`src/rtl/lc3b_fetch_unit_pkg.sv`:
```
// Shared types for the LC-3b fetch front end: redirect selector, FSM state, queue entry.
package lc3b_fetch_unit_pkg;

   localparam int LC3B_WIDTH = 16;

   typedef enum logic [1:0] {
      BR9   = 2'd0,
      JSR11 = 2'd1,
      ALU   = 2'd2,
      MEM   = 2'd3
   } lc3b_redir_sel;

   typedef enum logic {
      FETCH = 1'b0,
      DRAIN = 1'b1
   } fetch_state_e;

   // Base-width entry layout; the queue stores the same {pc,instr} order at any WIDTH.
   typedef struct packed {
      logic [LC3B_WIDTH-1:0] pc;
      logic [LC3B_WIDTH-1:0] instr;
   } lc3b_fetch_entry;

endpackage

```
`src/rtl/lc3b_fetch_unit_queue.sv`:
```
// DEPTH-entry synchronous prefetch FIFO holding {pc,instr} pairs; flush empties it in one cycle.
module lc3b_fetch_queue #(
   parameter int WIDTH = 16,
   parameter int DEPTH = 4
) (
   input  logic                     clk,
   input  logic                     reset,
   input  logic                     flush,
   input  logic                     push,
   input  logic [WIDTH-1:0]         push_pc,
   input  logic [WIDTH-1:0]         push_instr,
   input  logic                     pop,
   output logic                     head_valid,
   output logic [WIDTH-1:0]         head_pc,
   output logic [WIDTH-1:0]         head_instr,
   output logic [$clog2(DEPTH):0]   count
);
   localparam int AW = $clog2(DEPTH);
   localparam int CW = AW + 1;

   logic [2*WIDTH-1:0] mem [DEPTH];
   logic [AW-1:0]      wr_ptr, rd_ptr;
   logic               do_push, do_pop;

   assign do_pop  = pop && (count != '0);
   assign do_push = push && (count != CW'(DEPTH));

   assign head_valid = (count != '0);
   assign {head_pc, head_instr} = mem[rd_ptr];

   always_ff @(posedge clk) begin
      if (do_push) mem[wr_ptr] <= {push_pc, push_instr};
   end

   always_ff @(posedge clk) begin
      if (reset || flush) begin
         wr_ptr <= '0;
         rd_ptr <= '0;
         count  <= '0;
      end else begin
         if (do_push) wr_ptr <= wr_ptr + AW'(1);
         if (do_pop)  rd_ptr <= rd_ptr + AW'(1);
         case ({do_push, do_pop})
            2'b10:   count <= count + CW'(1);
            2'b01:   count <= count - CW'(1);
            default: count <= count;
         endcase
      end
   end

endmodule

```
`src/rtl/lc3b_fetch_unit.sv`:
```
// LC-3b fetch front end: PC register, redirect target adders, single-outstanding imem FSM, prefetch queue.
// Define FETCH_BYPASS_EN to forward a response straight to the head outputs when the queue is empty.
module lc3b_fetch_unit
   import lc3b_fetch_unit_pkg::*;
#(
   parameter int               WIDTH    = 16,
   parameter int               DEPTH    = 4,
   parameter logic [WIDTH-1:0] RESET_PC = '0
) (
   input  logic             clk,
   input  logic             reset,
   output logic             imem_read,
   output logic [WIDTH-1:0] imem_addr,
   input  logic             imem_resp,
   input  logic [WIDTH-1:0] imem_rdata,
   input  logic             redir_valid,
   input  logic [1:0]       redir_sel,
   input  logic [WIDTH-1:0] redir_base_pc,
   input  logic [8:0]       redir_offset9,
   input  logic [10:0]      redir_offset11,
   input  logic [WIDTH-1:0] redir_alu,
   input  logic [WIDTH-1:0] redir_mem,
   output logic             instr_valid,
   output logic [WIDTH-1:0] instr,
   output logic [WIDTH-1:0] instr_pc,
   input  logic             instr_ready,
   output logic [WIDTH-1:0] pc_out
);
   localparam int               CW  = $clog2(DEPTH) + 1;
   localparam logic [WIDTH-1:0] TWO = WIDTH'(2);
   localparam logic [WIDTH-1:0] ONE = WIDTH'(1);

   fetch_state_e     state, state_nx;
   logic [WIDTH-1:0] pc, pc_nx, drain_addr, target;
   logic [CW-1:0]    count;
   logic             q_valid;
   logic [WIDTH-1:0] q_pc, q_instr;
   logic             fetching, accept, byp, push, pop;

   always_comb begin
      target = redir_base_pc;
      unique case (lc3b_redir_sel'(redir_sel))
         BR9:   target = redir_base_pc + TWO +
                         {{(WIDTH-10){redir_offset9[8]}}, redir_offset9, 1'b0};
         JSR11: target = redir_base_pc + TWO +
                         {{(WIDTH-12){redir_offset11[10]}}, redir_offset11, 1'b0};
         ALU:   target = redir_alu & ~ONE;
         MEM:   target = redir_mem & ~ONE;
         default: target = redir_base_pc;
      endcase
   end

   // Count only rises on a push, which needs a response, so the request stays up once raised.
   assign fetching  = (state == FETCH) && (count < CW'(DEPTH));
   assign imem_read = !reset && ((state == DRAIN) || fetching);
   assign imem_addr = (state == DRAIN) ? drain_addr : pc;
   assign accept    = (state == FETCH) && imem_resp && !redir_valid;

`ifdef FETCH_BYPASS_EN
   assign byp = accept && (count == '0);
`else
   assign byp = 1'b0;
`endif

   assign instr_valid = q_valid || byp;
   assign instr       = q_valid ? q_instr : imem_rdata;
   assign instr_pc    = q_valid ? q_pc    : pc;
   assign pc_out      = pc;

   assign pop  = instr_ready && q_valid && !redir_valid;
   assign push = accept && !(byp && instr_ready);

   always_comb begin
      state_nx = state;
      pc_nx    = pc;
      if (redir_valid) begin
         pc_nx = target;
         if (fetching && !imem_resp)
            state_nx = DRAIN;
         else if (state == DRAIN && imem_resp)
            state_nx = FETCH;
      end else begin
         if (accept) pc_nx = pc + TWO;
         if (state == DRAIN && imem_resp) state_nx = FETCH;
      end
   end

   always_ff @(posedge clk) begin
      if (reset) begin
         state      <= FETCH;
         pc         <= RESET_PC;
         drain_addr <= RESET_PC;
      end else begin
         state <= state_nx;
         pc    <= pc_nx;
         // Keep presenting the abandoned address until memory answers it.
         if (state == FETCH && state_nx == DRAIN) drain_addr <= pc;
      end
   end

   lc3b_fetch_queue #(.WIDTH(WIDTH), .DEPTH(DEPTH)) u_queue (
      .clk        (clk),
      .reset      (reset),
      .flush      (redir_valid),
      .push       (push),
      .push_pc    (pc),
      .push_instr (imem_rdata),
      .pop        (pop),
      .head_valid (q_valid),
      .head_pc    (q_pc),
      .head_instr (q_instr),
      .count      (count)
   );

endmodule
```
`config.mk`:
```
export PLATFORM = sky130hd
export DESIGN_NAME = lc3b_fetch_unit
export DESIGN_NICKNAME = d
export VERILOG_FILES = /design/src/rtl/lc3b_fetch_unit_pkg.sv /design/src/rtl/lc3b_fetch_unit_queue.sv /design/src/rtl/lc3b_fetch_unit.sv
export SDC_FILE = /design/constraint.sdc
export NUM_CORES = 1
export LEC_CHECK = 0
export BUFFER_PORTS_ARGS = -buffer_cell sky130_fd_sc_hd__buf_2
export CAP_MARGIN = 20
export CORE_ASPECT_RATIO = 0.7
export CORE_UTILIZATION = 30
export DETAILED_ROUTE_END_ITERATION = 12
export GPL_TIMING_DRIVEN = 1
export SETUP_SLACK_MARGIN = 0.05
export SLEW_MARGIN = 20
export SYNTH_ARGS = -nofsm -noshare
export SYNTH_HDL_FRONTEND = slang
export SYNTH_SLANG_ARGS = --single-unit
```
`constraint.sdc`:
```
create_clock -name clk -period 3.4 [get_ports clk]
set_clock_uncertainty 0.2 [all_clocks]
set_input_delay 0.34 -clock clk [delete_from_list [all_inputs] [get_ports clk]]
set_output_delay 0.34 -clock clk [all_outputs]
set_load 0.02 [all_outputs]
```
==> results.toml <==
[clock_network]
cts-root-buf = "clkbuf_16"
clk_path_buf_depth = 2
ctsHoldBuffers = 18
numClockSinks = 170
numCtsBuffers = 17
cts_setup_buffers = 0
clk_pin_slew_worst_paths_ns = 0.06
cts_resized = 0
htree_levels = 4
worstSkewPairLatency_ns = 0.43
cts_tree = "built"

[routing]
wirelength_um = 20800
antenna_left = 0
drc = 0
firstDrtPassIters = 4
vias = 5804
wire_per_inst_um = 17.3
drt-vias-per-instance = 4.84
drt_iter0_markers = 326

[final_layout]
layout.nets = 939
seq_area_um2 = 4690
final_cells = 1200
layout_commonest_cell = "buf_2"
stdcell_area_um2 = 10500
insertedDiodeCount = 0
syn_to_final_growth_pct = 24.8
multiInputGateArea_um2 = 3530
drive_above_1_share_pct = 36.7
fillCellCount = 2668
layout_common_cells = "buf_2, edfxtp_1, nand2_1"

[job]
max_cap_violations = 0

[grt]
grt-ovfl-total = 0
first_global_vias = 5781
grt_use_total_pct = 15.1
antenna_found_initial = 0
grt_pass1_wl_um = 32700
grt_max_degree = 33

[yosys]
syn-num-nets = 755
synth.cell_area_um2 = 8420
synth_edf_count = 128
synth_warnings = 0
syn_inst = 639
synth_adder_area_share_pct = 3.89
synth-async-reset-ratio_pct = 0
seq_area_frac_synth_pct = 55.7
ys.flop_type = "edfxtp_1"
synth_seq_cells = 170
synth_compound_area_share_pct = 7.61
yosysUniqueCellTypes = 55
synth-simple-area-share_pct = 8.89
synth_xor_area_share_pct = 3.95
muxShareOfSynthArea_pct = 17.5
synth_top_family_by_area = "multiplexers"
syn_avg_cell_area_um2 = 13.2

[critical_path]
cp-end-kind = "primary output"
cp.required_ns = 2.86
path_max_fanout = 21
slowest_delay_ns = 0.63
path_cells = "buf_12 > mux4_2 > mux2_2 > buf_2"
arrival_ns = 2.33
start_kind = "flop"
critical_path_class = "reg -> out"
crit_slowest_cell = "dfxtp_2"

[timing]
slew_headroom_pct = 39.4
max_freq_ghz = 0.349
timing.final.crit_share_pct = 84.3
slew_violations = 0
rsz0062_at_grt = "no"
fin_crit_ns = 2.87
finalSetupViolCount = 0
tightest_slew_ns = 0.902
hold_violations = 0
tns_ns = 0

[power]
pwr_density_cell_nw_per_um2 = 484
power_leakage_nw = 3.97
irDropWorstVdd_v = 0.000255
power_w = 0.00509

[placed_design]
dp.cells = 1150
port_buffers = 154
hpwl_um = 15000
dpl_cell_area_um2 = 9720
place.gp.congestion = 0.875

[floorplanning]
start_util_pct = 31.0
die_area_um2 = 28700
core_area_um2 = 27200
io_pins = 157
die_height_um = 142
rows = 50
die_w_um = 202

[outcome]
outcome = "complete, no violations"

[worst_hold_path]
min_path_type = "in -> reg"
## metal layers
| metal | up-vias | routed length, um | global-route usage, % |
|---|---|---|---|
| li1 | 2788 | - | - |
| met1 | 2862 | 10400 | 21.4 |
| met3 | 21 | 902 | 3.50 |
| met4 | 0 | 300 | 3.92 |
| met5 | - | 0 | 0 |
| met2 | 133 | 9150 | 23.1 |
## kinds of logic (layout without fill, tap and decap cells)
| kind of cell | Yosys count | after routing |
|---|---|---|
| compound gates | 104 | 104 |
| xor+xnor | 38 | 38 |
| fa+ha+maj | 25 | 25 |
| buf+inv | 51 | 248 |
| flops | 170 | 170 |
| mux | 100 | 100 |
| simple gates | 151 | 151 |
## layout make-up
class	instances	area share, %
clock buffers	25	4.63
clock inverters	7	1.10
inverters	21	0.751
multi-input cells	418	33.6
flip-flops and latches	170	44.6
well taps	364	4.34
repair buffers	195	10.9
## metrics by stage
stage,utilization (%),hold slack (ns),setup slack [ns]
6_report,38.7,0.0502,0.533
5_1_grt,38.7,0.0536,0.387
4_1_cts,38.7,0.0262,0.445
3_5_place_dp,35.8,0.247,0.183
3_3_place_gp,35.8,0.240,0.225
2_1_floorplan,-,0.216,0.156
## sequential cells by signal, summed over array words and instances, names as in the netlist, named ones only
name	flops
drain_addr	16
pc_out	16
u_queue.count	3
state	1
u_queue.rd_ptr	2
u_queue.wr_ptr	2
u_queue.mem	128
## final timing paths
| kind | start | endpoint | slack (ns) | cells past startpoint |
|---|---|---|---|---|
| setup / recovery | flop | instr[7] | 0.53 | 4 |
| hold / removal | redir_valid | state$_SDFF_PP0_ | 0.05 | 3 |
| setup reg to reg | state$_SDFF_PP0_ | u_queue.mem[0][15]$_DFFE_PP_ | 0.92 | 5 |
| hold reg to reg | drain_addr[7]$_SDFFE_PP0P_ | drain_addr[7]$_SDFFE_PP0P_ | 0.25 | 2 |
## critical path, delay by kind of cell (launching register included)
family | cells | cell delay [ns]
muxes | 2 | 0.80
buffers and inverters | 2 | 0.44
DFF | 1 | 0.63
## cells in the mapped netlist (5+ instances only)
cell type	number	share of area (%)
mux4_2	32	8.6
buf_2	11	0.65
nand4_1	6	0.45
xnor2_1	25	2.6
edfxtp_1	128	46
nand3_1	8	0.48
a211oi_1	5	0.45
nand2_1	61	2.7
o211ai_1	6	0.54
nor3_1	6	0.36
or3_1	5	0.37
nand2b_1	5	0.37
and2_1	7	0.52
and3_1	7	0.52
o21ai_0	24	1.4
xor2_1	13	1.4
nor2_1	30	1.3
mux2i_1	13	1.5
inv_1	18	0.80
clkbuf_1	16	0.71
mux2_2	55	7.4
a21oi_1	38	2.3
ha_1	23	3.4
dfxtp_1	42	10
## where the power goes
group	switching (W)	total, W	leakage (nW)	internal, W
registers	0.0000620	0.00235	1.51	0.00229
clock network	0.000762	0.00198	0.295	0.00122
logic	0.000428	0.000749	2.16	0.000321
total	0.00125	0.00509	3.97	0.00383
Power figures use the tool's default switching activity.
